$ cat config.mk
export PLATFORM = sky130hd
export DESIGN_NAME = alu_ctl_seq
export DESIGN_NICKNAME = d
export VERILOG_FILES = /design/src/rtl/alu_ctl_seq.sv
export SDC_FILE = /design/constraint.sdc
export NUM_CORES = 1
export LEC_CHECK = 0
export ABC_CLOCK_PERIOD_IN_PS = 2200
export BUFFER_PORTS_ARGS = -buffer_cell sky130_fd_sc_hd__buf_2
export CAP_MARGIN = 15
export CORE_MARGIN = 8
export CORE_UTILIZATION = 35
export CTS_CLUSTER_DIAMETER = 120
export DETAILED_ROUTE_END_ITERATION = 12
export HOLD_SLACK_MARGIN = 0.06
export PLACE_DENSITY = 0.7
export SYNTH_ARGS = -nofsm -noshare
export SYNTH_HDL_FRONTEND = slang
export SYNTH_SLANG_ARGS = --single-unit
$ cat constraint.sdc
create_clock -name clk -period 2.2 [get_ports clk]
set_input_delay 0.55 -clock clk [delete_from_list [all_inputs] [get_ports clk]]
set_output_delay 0.55 -clock clk [all_outputs]
set_load 0.05 [all_outputs]
$ cat src/rtl/alu_ctl_seq.sv
// alu_ctl_seq: ALU control decoder with a handshaked output sequencer.
// A request is decoded into a 4-bit ALU control code and emitted as either
// one beat (non-shift ops, illegal ops, zero-amount shifts) or as a train of
// shift-by-1 beats, one per unit of the shift amount.
module alu_ctl_seq #(
  parameter int SHAMT_W    = 5,
  parameter int ENABLE_SRA = 1
) (
  input  logic               clk,
  input  logic               rst,
  input  logic               in_valid,
  output logic               in_ready,
  input  logic [1:0]         ALUop,
  input  logic [5:0]         func,
  input  logic [SHAMT_W-1:0] shamt,
  output logic               out_valid,
  input  logic               out_ready,
  output logic [3:0]         ALUctr,
  output logic               shift_step,
  output logic               out_last,
  output logic               illegal,
  output logic               busy
);

  // ALU control codes
  localparam logic [3:0] CTR_AND = 4'b0000;
  localparam logic [3:0] CTR_OR  = 4'b0001;
  localparam logic [3:0] CTR_ADD = 4'b0010;
  localparam logic [3:0] CTR_SUB = 4'b0110;
  localparam logic [3:0] CTR_SLT = 4'b0111;
  localparam logic [3:0] CTR_SLL = 4'b1000;
  localparam logic [3:0] CTR_SRL = 4'b1001;
  localparam logic [3:0] CTR_SRA = 4'b1010;
  localparam logic [3:0] CTR_ILL = 4'b1111;

  typedef enum logic [1:0] {
    IDLE  = 2'b00,
    EMIT  = 2'b01,
    SHIFT = 2'b10
  } state_t;

  state_t               state, state_d;
  logic [SHAMT_W-1:0]   remaining, remaining_d;
  logic [3:0]           ctr_q, ctr_d;
  logic                 ill_q, ill_d;

  logic [3:0]           dec_code;
  logic                 dec_ill;
  logic                 dec_shift;
  logic                 accept_in;
  logic                 accept_out;
  logic                 last_shift;

  // Combinational decode of the request fields (only consumed at acceptance)
  always_comb begin
    dec_code  = CTR_ILL;
    dec_ill   = 1'b1;
    dec_shift = 1'b0;
    case (ALUop)
      2'b00: begin
        dec_code = CTR_ADD;
        dec_ill  = 1'b0;
      end
      2'b01: begin
        dec_code = CTR_SUB;
        dec_ill  = 1'b0;
      end
      2'b10: begin
        case (func)
          6'b100000, 6'b100001: begin
            dec_code = CTR_ADD;
            dec_ill  = 1'b0;
          end
          6'b100010, 6'b100011: begin
            dec_code = CTR_SUB;
            dec_ill  = 1'b0;
          end
          6'b101010, 6'b101011: begin
            dec_code = CTR_SLT;
            dec_ill  = 1'b0;
          end
          6'b100101: begin
            dec_code = CTR_OR;
            dec_ill  = 1'b0;
          end
          6'b100100: begin
            dec_code = CTR_AND;
            dec_ill  = 1'b0;
          end
          6'b000000: begin
            dec_code  = CTR_SLL;
            dec_ill   = 1'b0;
            dec_shift = 1'b1;
          end
          6'b000010: begin
            dec_code  = CTR_SRL;
            dec_ill   = 1'b0;
            dec_shift = 1'b1;
          end
          6'b000011: begin
            if (ENABLE_SRA != 0) begin
              dec_code  = CTR_SRA;
              dec_ill   = 1'b0;
              dec_shift = 1'b1;
            end
          end
          default: begin
            dec_code = CTR_ILL;
            dec_ill  = 1'b1;
          end
        endcase
      end
      default: begin
        dec_code = CTR_ILL;
        dec_ill  = 1'b1;
      end
    endcase
  end

  assign accept_in  = in_valid && (state == IDLE);
  assign accept_out = out_ready && (state != IDLE);
  assign last_shift = (remaining == SHAMT_W'(1));

  // Next-state, remaining-count and beat-content logic
  always_comb begin
    state_d     = state;
    remaining_d = remaining;
    ctr_d       = ctr_q;
    ill_d       = ill_q;
    case (state)
      IDLE: begin
        if (accept_in) begin
          ctr_d = dec_code;
          ill_d = dec_ill;
          if (dec_shift && (shamt != '0)) begin
            state_d     = SHIFT;
            remaining_d = shamt;
          end else begin
            state_d     = EMIT;
            remaining_d = '0;
          end
        end
      end
      EMIT: begin
        if (accept_out) begin
          state_d = IDLE;
          ctr_d   = '0;
          ill_d   = 1'b0;
        end
      end
      SHIFT: begin
        if (accept_out) begin
          if (last_shift) begin
            state_d     = IDLE;
            remaining_d = '0;
            ctr_d       = '0;
            ill_d       = 1'b0;
          end else begin
            remaining_d = remaining - SHAMT_W'(1);
          end
        end
      end
      default: begin
        state_d     = IDLE;
        remaining_d = '0;
        ctr_d       = '0;
        ill_d       = 1'b0;
      end
    endcase
  end

  // State and beat registers; synchronous reset wins over every handshake
  always_ff @(posedge clk) begin
    if (rst) begin
      state     <= IDLE;
      remaining <= '0;
      ctr_q     <= '0;
      ill_q     <= 1'b0;
    end else begin
      state     <= state_d;
      remaining <= remaining_d;
      ctr_q     <= ctr_d;
      ill_q     <= ill_d;
    end
  end

  // Outputs depend only on registered state, never directly on input fields
  assign in_ready   = (state == IDLE);
  assign busy       = (state != IDLE);
  assign out_valid  = (state != IDLE);
  assign ALUctr     = ctr_q;
  assign illegal    = ill_q;
  assign shift_step = (state == SHIFT);
  assign out_last   = (state == EMIT) || ((state == SHIFT) && last_shift);

endmodule

After elaboration in Yosys (flattened, before gate mapping)
Index checks and enable logic that the tools add are counted.
Operators by class
  add/sub/neg operators: 1
  equality and inequality tests: 19
  muxes and demuxes: 27
  bitwise logic cells: 1
  reductions and logical operators: 18
Operators with widths (count)
  $eq 6x6->1 const B: 8
  $pmux 4 s8: 1
  $pmux 4 s3: 2
  $mux 5: 4
  $mux 4: 4
  $pmux 5 s3: 1
  $eq 6x2->1 const B: 2
  $reduce_or 11->1: 1
  $mux 2: 5
  $reduce_or 2->1: 4
  $mux 1: 7
  $logic_not 6->1: 1
  $ne 2x1->1 const B: 3
  $pmux 2 s3: 1
  $eq 5x1->1 const B: 1
  $reduce_bool 5->1: 1
  $sub 5x1->5 const B: 1
  $eq 2x1->1 const B: 2
  $eq 2x2->1 const B: 2
  $logic_and 1x1->1: 4
  $logic_not 2->1: 2
  $reduce_and 4->1: 1
  $pmux 1 s3: 1
  $reduce_and 3->1: 1
  6 further kinds: 6
Word-level totals
  flip-flop bits (word level): 12
  bits of input ports: 17
  output and inout port bits: 10
  logic and storage cells: 70

Longest topological paths before layout
  word-level depth: 8
  depth in mapped cells: 8
  gate-level depth less buffers: 7

Worst setup path before layout
No wires, ideal clock.
  path kind: reg-to-output
  start point: register remaining[1]
  end point: output out_last
  arrival: 2.039 ns
  required time: 1.650 ns
  setup slack: -0.389 ns
  stages on the path, launching flop included: 5
  buffers on the path: 0
  path through: dfxtp_1 -> inv_1 -> ha_1 -> or4b_4 -> o21ai_0
Between the ends
  word-level cells in the longest chain between the ends: 3
RTL lines
  start: declaration: line 43  | logic [SHAMT_W-1:0] remaining, remaining_d;
  start signal: assignment: line 181  | remaining <= remaining_d;
  $eq 5x1->1: line 122  | assign last_shift = (remaining == SHAMT_W'(1));
  $logic_and 1x1->1: line 194  | assign out_last = (state == EMIT) || ((state == SHIFT) && last_shift);
  $logic_or 1x1->1: line 194
  end: declaration: line 20  | output logic out_last,
Every way passes these cells.

Worst setup path in the final report
Ends and elaborated chain as after synthesis.

==> results.cfg <==
[floorplan]
pin_count = 27
die_y_um = 64.1
die_area_mm2 = 0.00410
die_w_um = 64.1
core-area_mm2 = 0.00219
rows = 17
start_util_pct = 36.9

[synthesis]
synthArstFlopShare_pct = 0
synth_edf_count = 0
synth_seq_cells = 12
synth_cell_type_count = 39
synth_nets = 122
syn-cell-area_um2 = 808
syn_inst = 103
synth_seq_area_share_pct = 29.7
synth.avg_cell_area_um2 = 7.85
ys_warn_count = 0
ys.flop_type = dfxtp_1

[finish]
area_growth_pct = 26.8
utilization_pct = 46.8
final_cell_area_mm2 = 0.00102
num_antenna_cells = 0
fillCellCount = 234
layout.cells.non_filler = 158
drive_above_1_share_pct = 32.3
nNetsFinal = 150

[place]
dpl_cell_area_um2 = 956
place_congestion = 0.869
port-buffer-count = 26
place_hpwl_um = 1720
dp_cells = 153

[clock_tree]
cts_max_level = 1
cts_buffer_depth = 2
cts_tree = done
path_clk_slew_ps = 80
clkSinkCount = 12
clkLatencyLatePin_ps = 280
ctsHoldBuffers = 0
cts_made_buffers = 3
cts_root_buffer = clkbuf_4

[pwr]
p_total_w = 0.000546
ir_drop_mv = 0.470
p_leak_nw = 0.440
p_per_area_mw_per_mm2 = 533

[detailed_routing]
ant_nets = 0
drt_iter0_markers = 64
drt_wl_total_um = 2140
first_pass_iters = 4
post_drt_wl_per_cell_um = 13.5
num_vias = 853
via_per_inst = 5.40
drc = 0

[hold_path]
worstHoldStart = ALUctr[1]$_SDFFE_PP0P_
min_path_cells = 2
whs_endpoint = ALUctr[1]$_SDFFE_PP0P_
hold_class = flip-flop to flip-flop

[global_route]
grt_pass1_vias = 817
grt_max_degree = 14
grt_usage_pct = 10.5
grt-ovfl-total = 0
grt_pass1_wl_um = 3530
antenna_found_initial = 0

[timing]
tightest_slew_ps = 433
fin_setup_tns_ps = 0
post-route-period-util_pct = 97.6
rsz0062_at_grt = yes
slew_headroom_pct = 71.1
fin_crit_ps = 2150
max_freq_ghz = 0.466
finalHoldViolations = 0
drv_slew = 0
final-setup-viol-count = 0
clock_skew_ps = 2.72

[critical_path]
rrSetupSlack_ps = 260
cpMaxStageDelayCell = or4b_4
cp_slowest_stage_delay_ps = 460
crit_required_ps = 1650
critPathLaunchType = flip-flop
cp-end-kind = primary output
r2r_start = remaining[1]$_SDFFE_PP0P_
worst-path-buf-inv = 2
path_max_fanout = 3
r2r_cells = 7
cp_data_arrival_time_ps = 1600
path_class = flip-flop to primary output
cpLargestDelayFamily = simple AND/OR/NAND/NOR gates
regToRegEndpoint = ALUctr[0]$_SDFFE_PP0P_
worstPathCellList = inv_2 > ha_4 > or4b_4 > o21ai_2 > buf_6

[run_status]
status = finished clean

[flow_run]
max_cap_violations = 0
tightest hold or removal path, cell delays in order (launching register included):
cell,delay (ps)
dfxtp_1,320
nand2_1,50
a21oi_1,50
stage by stage:
step,setup WS (ps),hold WS [ps]
final,53.2,461
after detailed placement,241,450
after floorplan,-9.04,502
after CTS,26.7,462
after global placement,306,447
after global routing,-13.1,492
report_power, final:
part           switching, W  leakage (nW)  internal (W)
sequential       0.00000666        0.0989      0.000225
combinational     0.0000933         0.320     0.0000432
clock             0.0000771        0.0210      0.000101
cell usage in the layout (no fill, tap or decap), types with 2 or more instances in the layout:
master and n:
mux2i_1 2, buf_2 25, clkbuf_4 3, dfxtp_2 2, nand2_1 8, o21ai_0 4
dfxtp_1 10, nor2_1 10, nand2b_1 3, inv_1 5, and3_1 2, a211oi_1 2
xor2_1 2, nor2b_1 5, nor4_1 2, nand3b_1 2, a222oi_1 2, nor3_1 3
a21oi_1 10, o41ai_1 2
layout make-up:
cell class,instances,area (um2),area share [%]
sequential,12,243,23.7
clock buffer,4,36.3,3.54
tap,28,35.0,3.42
multi-input combinational,81,544,53.1
inverter,6,22.5,2.20
timing repair buffer,27,144,14.0
routing by layer:
layer  vias up  routed length, um  track usage (%)
li1        430                  -                -
met1       390               1030             12.5
met2        28                956             16.3
met3         5                126             4.53
met4         0                 26             4.18
met5         -                  0                0
synthesized netlist by cell type (all sizes together) (2+ instances only):
cell type   n  area [um2]
o21ai       5        25.0
inv         6        22.5
nor3        3        15.0
buf         2        12.5
nand3b      2        15.0
a211oi      2        15.0
a21oi      10        50.1
nand2b      3        18.8
ha          2        25.0
mux2i       2        20.0
clkbuf      2        7.51
xor2        2        17.5
and3        2        12.5
nor4        2        12.5
nand2       8        30.0
o41ai       2        17.5
dfxtp      12         240
a222oi      2        20.0
nor2       11        41.3
nor2b       6        45.0
timing repair:
item,CTS,global route
setup endpoints to repair,1,1
setup buffers,0,1
resized for setup,3,5
pin swaps,0,1
sequential cells by signal (all words and copies together), names as in the netlist:
name,cells
remaining,5
ALUctr,4
state,2
illegal,1
worst max-delay path by stage:
| stage | cells past startpoint | startpoint | end |
|---|---|---|---|
| 6_report | 5 | remaining[1]$_SDFFE_PP0P_ | out_last |
| 5_1_grt | 5 | remaining[1]$_SDFFE_PP0P_ | out_last |
| 4_1_cts | 5 | remaining[1]$_SDFFE_PP0P_ | out_last |
| 3_5_place_dp | 5 | remaining[1]$_SDFFE_PP0P_ | out_last |
| 3_3_place_gp | 5 | remaining[1]$_SDFFE_PP0P_ | out_last |
| 2_1_floorplan | 4 | remaining[1]$_SDFFE_PP0P_ | out_last |
logic make-up after synthesis:
family,after synthesis,share of synthesized area [%]
buffers and inverters,10,5.26
adders and majority gates,2,3.10
AOI/OAI and AO/OA,28,23.8
DFF,12,29.7
and+or+nand+nor,46,32.4
xor gates and xnor gates,3,3.25
muxes,2,2.48
Power figures use the tool's default switching activity.
